### src/rtl/fetch_sequencer.sv
// fetch_sequencer: sequenced instruction fetch with PC ownership, one outstanding request,
// single-entry decode output register and branch redirect/squash.  Rev 1.0
`default_nettype none

module fetch_sequencer #(
  parameter int              XLEN     = 32,
  parameter logic [XLEN-1:0] RESET_PC = 32'h0000_0000,
  parameter int              CNT_W    = 16
) (
  input  logic             clock,
  input  logic             reset,
  input  logic             branch,
  input  logic [XLEN-1:0]  target_PC,
  output logic             imem_req_valid,
  output logic [XLEN-1:0]  imem_req_addr,
  input  logic             imem_req_ready,
  input  logic             imem_resp_valid,
  input  logic [XLEN-1:0]  imem_resp_data,
  output logic             inst_valid,
  output logic [XLEN-1:0]  inst_data,
  output logic [XLEN-1:0]  inst_PC,
  input  logic             inst_ready,
  output logic [XLEN-1:0]  PC,
  output logic [CNT_W-1:0] squash_count
);

  typedef enum logic [1:0] {
    S_IDLE = 2'd0,
    S_REQ  = 2'd1,
    S_WAIT = 2'd2,
    S_FULL = 2'd3
  } state_t;

  state_t           state_q, state_d;
  logic [XLEN-1:0]  pc_q, pc_d;
  logic [XLEN-1:0]  req_pc_q, req_pc_d;
  logic             inst_valid_q, inst_valid_d;
  logic [XLEN-1:0]  inst_data_q, inst_data_d;
  logic [XLEN-1:0]  inst_pc_q, inst_pc_d;
  logic             squash_q, squash_d;
  logic [CNT_W-1:0] squash_cnt_q, squash_cnt_d;

  logic             req_hs;
  logic             resp_hit;
  logic [CNT_W-1:0] squash_cnt_inc;
  logic [1:0]       unused_target_lsb;

  assign unused_target_lsb = target_PC[1:0];

  assign req_hs   = (state_q == S_REQ) && imem_req_ready;
  assign resp_hit = (state_q == S_WAIT) && imem_resp_valid;
  assign squash_cnt_inc = (&squash_cnt_q) ? squash_cnt_q : squash_cnt_q + 1'b1;

  always_ff @(posedge clock or posedge reset) begin
    if (reset) begin
      state_q      <= S_IDLE;
      pc_q         <= RESET_PC;
      req_pc_q     <= '0;
      inst_valid_q <= 1'b0;
      inst_data_q  <= '0;
      inst_pc_q    <= '0;
      squash_q     <= 1'b0;
      squash_cnt_q <= '0;
    end else begin
      state_q      <= state_d;
      pc_q         <= pc_d;
      req_pc_q     <= req_pc_d;
      inst_valid_q <= inst_valid_d;
      inst_data_q  <= inst_data_d;
      inst_pc_q    <= inst_pc_d;
      squash_q     <= squash_d;
      squash_cnt_q <= squash_cnt_d;
    end
  end

  always_comb begin
    state_d      = state_q;
    pc_d         = pc_q;
    req_pc_d     = req_pc_q;
    inst_valid_d = inst_valid_q;
    inst_data_d  = inst_data_q;
    inst_pc_d    = inst_pc_q;
    squash_d     = squash_q;
    squash_cnt_d = squash_cnt_q;

    case (state_q)
      S_IDLE: state_d = S_REQ;
      S_REQ: begin
        if (req_hs) begin
          req_pc_d = pc_q;
          pc_d     = pc_q + XLEN'(4);
          state_d  = S_WAIT;
        end
      end
      S_WAIT: begin
        if (resp_hit) begin
          if (squash_q) begin
            squash_d     = 1'b0;
            squash_cnt_d = squash_cnt_inc;
            state_d      = S_REQ;
          end else begin
            inst_data_d  = imem_resp_data;
            inst_pc_d    = req_pc_q;
            inst_valid_d = 1'b1;
            state_d      = S_FULL;
          end
        end
      end
      S_FULL: begin
        if (inst_valid_q && inst_ready) begin
          inst_valid_d = 1'b0;
          state_d      = S_REQ;
        end
      end
      default: state_d = S_IDLE;
    endcase

    // Redirect overrides everything above, including a same-cycle handshake or response.
    if (branch) begin
      pc_d         = {target_PC[XLEN-1:2], 2'b00};
      inst_valid_d = 1'b0;
      case (state_q)
        S_REQ: begin
          if (req_hs) squash_d = 1'b1;
        end
        S_WAIT: begin
          if (resp_hit) begin
            inst_data_d  = inst_data_q;
            inst_pc_d    = inst_pc_q;
            squash_d     = 1'b0;
            squash_cnt_d = squash_cnt_inc;
            state_d      = S_REQ;
          end else begin
            squash_d = 1'b1;
          end
        end
        S_FULL: begin
          inst_data_d = inst_data_q;
          inst_pc_d   = inst_pc_q;
          state_d     = S_REQ;
        end
        default: ;
      endcase
    end
  end

  assign imem_req_valid = (state_q == S_REQ);
  assign imem_req_addr  = pc_q;
  assign PC             = pc_q;
  assign inst_valid     = inst_valid_q;
  assign inst_data      = inst_data_q;
  assign inst_PC        = inst_pc_q;
  assign squash_count   = squash_cnt_q;

endmodule

`default_nettype wire

### config.mk
export PLATFORM = sky130hd
export DESIGN_NAME = fetch_sequencer
export DESIGN_NICKNAME = d
export VERILOG_FILES = /design/src/rtl/fetch_sequencer.sv
export SDC_FILE = /design/constraint.sdc
export NUM_CORES = 1
export LEC_CHECK = 0
export BUFFER_PORTS_ARGS = -buffer_cell sky130_fd_sc_hd__buf_2
export CORE_ASPECT_RATIO = 1.25
export CORE_MARGIN = 2
export CORE_UTILIZATION = 45
export CTS_CLUSTER_DIAMETER = 60
export CTS_CLUSTER_SIZE = 20
export DETAILED_ROUTE_END_ITERATION = 10
export HOLD_SLACK_MARGIN = 0.1
export PLACE_DENSITY = 0.8
export SKIP_CTS_REPAIR_TIMING = 1
export SLEW_MARGIN = 30
export SYNTH_ARGS = -nofsm -noshare
export SYNTH_HDL_FRONTEND = slang
export SYNTH_SLANG_ARGS = --single-unit
### constraint.sdc
create_clock -name clock -period 10.4 [get_ports clock]
set_clock_uncertainty 0.2 [all_clocks]
set_input_delay 2.08 -clock clock [delete_from_list [all_inputs] [get_ports clock]]
set_output_delay 2.08 -clock clock [all_outputs]
set_load 0.05 [all_outputs]
Yosys cells after proc, flatten, opt, wreduce, memory -nomap -nowiden
Cells that the tools add are included.
- bits in registers: 148
- output and inout bits: 146
- logic and storage cells: 71
- equality and inequality tests: 8
- muxes and demuxes: 41
- $add $sub $neg: 2
- reductions and logical operators: 12
- operators with widths (kind ; count):
    32-bit two-way mux ; 13
    32-bit one-hot mux with 2 select lines ; 2
    16-bit two-way mux ; 7
    32-bit by 3-bit adder with 32-bit output (second input constant) ; 1
    16-bit by 1-bit adder with 16-bit output (second input constant) ; 1
    16-bit AND reduction ; 1
    2-bit two-way mux ; 6
    3-bit != test (second input constant) ; 4
    1-bit two-way mux ; 9
    2-bit one-hot mux with 4 select lines ; 1
    2-bit AND reduction ; 3
    2-bit == test (second input constant) ; 2
    1-bit one-hot mux with 2 select lines ; 2
    2-bit one-hot mux with 2 select lines ; 1
    4-bit AND reduction ; 1
    2-bit nonzero test ; 2
    1-bit logical AND ; 3
    3-bit nonzero test ; 1
    2-bit by 1-bit == test with 1-bit output (second input constant) ; 1
    2-bit logical NOT ; 1
    2-bit != test (second input constant) ; 1

Depth between registers and ports, before layout
- depth in word-level cells: 8
- depth in mapped cells: 8

Worst setup path after synthesis
Ideal clock, no wire load.
- path kind: input to register
- start point: input branch
- end point: register inst_data_q[24], in the netlist inst_data[24]
- required time: 10075 ps
- buffers on the path: 2
- stages: 4
- data arrival time: 3490 ps
- setup slack: 6585 ps
- setup time: 125 ps
- cells stage by stage: clkbuf_1 -> nor3_1 -> clkbuf_1 -> mux2_2
- longest elaborated chain between the ends: 2
- elaborated cells on any way between the ends: 4
- those cells by class: eq/ne: 2; mux: 1; reduce/logical: 1
- ends and longest elaborated chain (what ; line ; source):
    start: declaration ; 12 ; input logic branch,
    3-bit != test (no source line) / 2-bit != test (equally long branches) ; - ;
    2-bit AND reduction (no source line) ; - ;
    end signal: assignment ; 69 ; inst_data_q <= inst_data_d;
    end: declaration ; 38 ; logic [XLEN-1:0] inst_data_q, inst_data_d;
Several ways; a longest one is shown, not always the timed one.
A chain may end at the register's enable or synchronous reset.

Final worst setup path
- start point: register state_q[1]
- end point: output imem_req_valid
- longest elaborated chain between the ends: 1
- ends and longest elaborated chain (what ; line ; source):
    start: declaration ; 34 ; state_t state_q, state_d;
    start signal: assignment ; 65 ; state_q <= state_d;
    2-bit by 1-bit == test with 1-bit output ; 147 ; assign imem_req_valid = (state_q == S_REQ);
    end: declaration ; 14 ; output logic imem_req_valid,
No other way between the ends.

==> results.md <==
- Peak fanout along the critical path: 10
- Crit path arrival time: 1.63 ns
- Mux contribution to synthesized area: 0.164
- Final ANT Viol Nets: 0
- Skew-Pair Late Insertion Delay: 0.41 ns
- Global Route Usage Sum: 0.192
- Antenna violations before repair: 1
- CTS buffer count: 17
- Vias: 4894
- Compound-cell area share of the yosys netlist: 0.0704
- Routability cong.: 0.783
- Max Freq: 256 MHz
- Avg Inst Size Synth: 11.9 sq um
- Part of the power in combinational logic: 0.387
- Root Buffer: clkbuf_16
- Bufs on Longest Clock Path: 2
- # port buffers: 207
- CTS clk-pin slew, worst paths: 0.06 ns
- Die Span Y: 139 um
- Final setup violating endpoints: 0
- Hold Violations, Final: 0
- WL per Instance: 16.2 um
- Part of the cycle the worst path needs: 0.376
- Synth Area in Simple Gates: 0.116
- Max Cap Viol: 0
- Starting Density: 0.457
- Post-route setup TNS: 0 ns
- Final net count: 800
- Area Overhead vs Synth: 24.0%
- Share of layout cells above drive strength 1: 0.468
- Required @ worst endpoint: 8.12 ns
- Top FF cell, synth: dfrtp_1
- Setup crit end kind: output pin
- First-pass GRT wire length: 23.8 mm
- Largest net degree at the start of global routing: 81
- Routed vias/inst: 5.35
- Htree depth: 4
- CTS Sinks: 142
- CTS tree: done
- Post-Syn Area: 6520 sq um
- Die width: 112 um
- Main combinational cell family by area after synthesis: multiplexers
- Filler cell count: 1208
- Cells after synthesis: 548
- # rows: 49
- Post-Place Cells: 882
- Critical path class: reg -> out
- Hpwl dp: 10.4 mm
- Io pins: 216
- Clk network pwr share: 0.264
- Power Internal: 0.00142 W
- Reg area: 3550 sq um
- 1st-pass router iterations: 4
- Most frequent cell after synthesis: dfrtp_1
- Leakage: 3.92 nW
- Iteration-0 DRC Markers: 237
- Peak VDD IR: 0.000193 V
- PwrDens: 298 nW/um^2
- Yosys reg bits: 142
- Net Sw Frac: 0.412
- RSZ-0062 raised after global routing: false
- Post-synth top area share: 0.545
- XOR/XNOR share of the synthesized area: 0.0255
- Commonest cells post-synth: dfrtp_1 (142), mux2_2 (94), nand2_1 (40)
- Synth Warn #: 0
- Post-synth top area cell: dfrtp_1
- Tightest Hold Check Type: reg -> reg
- Number of flops mapped to enable cells by yosys: 0
- GRT overflow: 0
- DRT Wirelength: 14.8 mm
- Dpl cell area: 7470 sq um
- Seq/Total Area, Yosys: 0.545
- Async S/R FF share, synth: 1.00
- Design area: 8090 sq um
- Die Area: 15500 sq um
- Max Slew Vio Count: 0
- Adder-cell area share of the yosys netlist: 0.0134
- Tmin final: 3.91 ns
- Total Power: 0.00241 W
- Slew headroom: 0.394
- CP Launch Type: flip-flop
- Vias in the first global route: 4682
- Ranking of synthesized cells by area: dfrtp_1 (54%), mux2_2 (16%), buf_4 (4.3%)
- Seq pwr share: 0.349
- DRC Markers: 0
- P_sw: 0.000993 W
- Area of the multi-input gates: 2560 sq um
- Netlist cell types: 41
- Core Region: 14300 sq um
- Slew @ Worst Pin: 0.903 ns
- Layout Cells excl Fill: 914
- Status: finished clean
[area by class of cell]
type | count | share of cell area
Timing Repair Buffer | 212 | 0.133
Tap cell | 178 | 0.0275
Antenna cell | 1 | 0.000309
Clock buffer | 20 | 0.0565
Clock inverter | 11 | 0.0203
Sequential cell | 142 | 0.439
Multi-Input combinational cell | 338 | 0.317
Inverter | 12 | 0.00619
[stage by stage]
step	util	worst slack (ns)	hold slack, ns
floorplan	-	4.31	0.244
global placement	0.522	6.10	0.258
detailed placement	0.523	6.09	0.267
CTS	0.566	6.47	0.280
global route	0.566	6.30	0.309
finish	0.566	6.49	0.279
[routing by layer]
metal  track usage  vias up  routed length, um  part of all wire
met5             0        -                  0                 0
met4        0.0747        0                273             0.018
met3        0.0406       18                700             0.047
met2         0.325      165               7780              0.52
met1         0.241     2417               6080              0.41
li1              -     2294                  -                 -
[power groups by stage]
stage | Combinational, W | Clock, W | Sequential (W)
after floorplan | 0.000339 | 0 | 0.00125
after global placement | 0.000923 | 0 | 0.000842
after detailed placement | 0.000939 | 0 | 0.000853
after CTS | 0.000940 | 0.000651 | 0.000844
after global routing | 0.000981 | 0.000675 | 0.000867
final | 0.000932 | 0.000635 | 0.000842
[path summary, 6_finish.rpt]
kind | from | end | slack [ns] | cells after the start
min in group asynchronous | reset | req_pc_q[24] | 1.54 | 2
worst max-delay path | state_q[1] | imem_req_valid | 6.49 | 3
max in group asynchronous | reset | state_q[0] | 7.34 | 3
worst min register to register | req_pc_q[15] | req_pc_q[15] | 0.28 | 2
worst min-delay path | req_pc_q[15] | req_pc_q[15] | 0.28 | 2
worst max register to register | state_q[1] | PC[28] | 7.55 | 6
[state kept, by name, summed over array words and instances, names as in the netlist]
register      cells
squash_q          1
inst_data        32
inst_PC          30
PC               30
req_pc_q         30
state_q           2
squash_count     16
inst_valid        1
[cells in the final DEF (no fill, tap or decap), drive strengths merged, types with 2 or more instances in the layout]
cell      synthesis  final
buf              45    212
dfrtp           142    142
mux2             94     94
nand2            40     40
o21ai            23     23
nand3            20     20
clkbuf           16     20
or4              18     18
nor2             17     17
a31oi            16     16
o31ai            15     15
xor2             13     13
inv              12     12
nand4            11     11
ha                7      7
nor3              7      7
xnor2             6      6
conb              1      6
and3              5      5
nor4              5      5
clkinv            0      5
and4              5      5
o211ai            4      4
or3               4      4
a211oi            4      4
a21oi             4      4
bufinv            0      4
nand2b            3      3
nor4b             2      2
a21boi            2      2
clkinvlp          0      2
[kinds of logic (layout without fill, tap and decap cells)]
group,count (synthesis),in the layout
DFF,142,142
and+or+nand+nor,139,139
muxes,95,95
buffers and inverters,73,255
AOI/OAI and AO/OA,72,72
xor gates and xnor gates,19,19
adders and majority gates,7,7
other,1,7
[worst max-delay path: stages, from the launching register on]
cell and delay (ns):
dfrtp_1 0.42, inv_1 0.10, ha_1 0.36, buf_2 0.34
(Power assumes the default switching activity.)
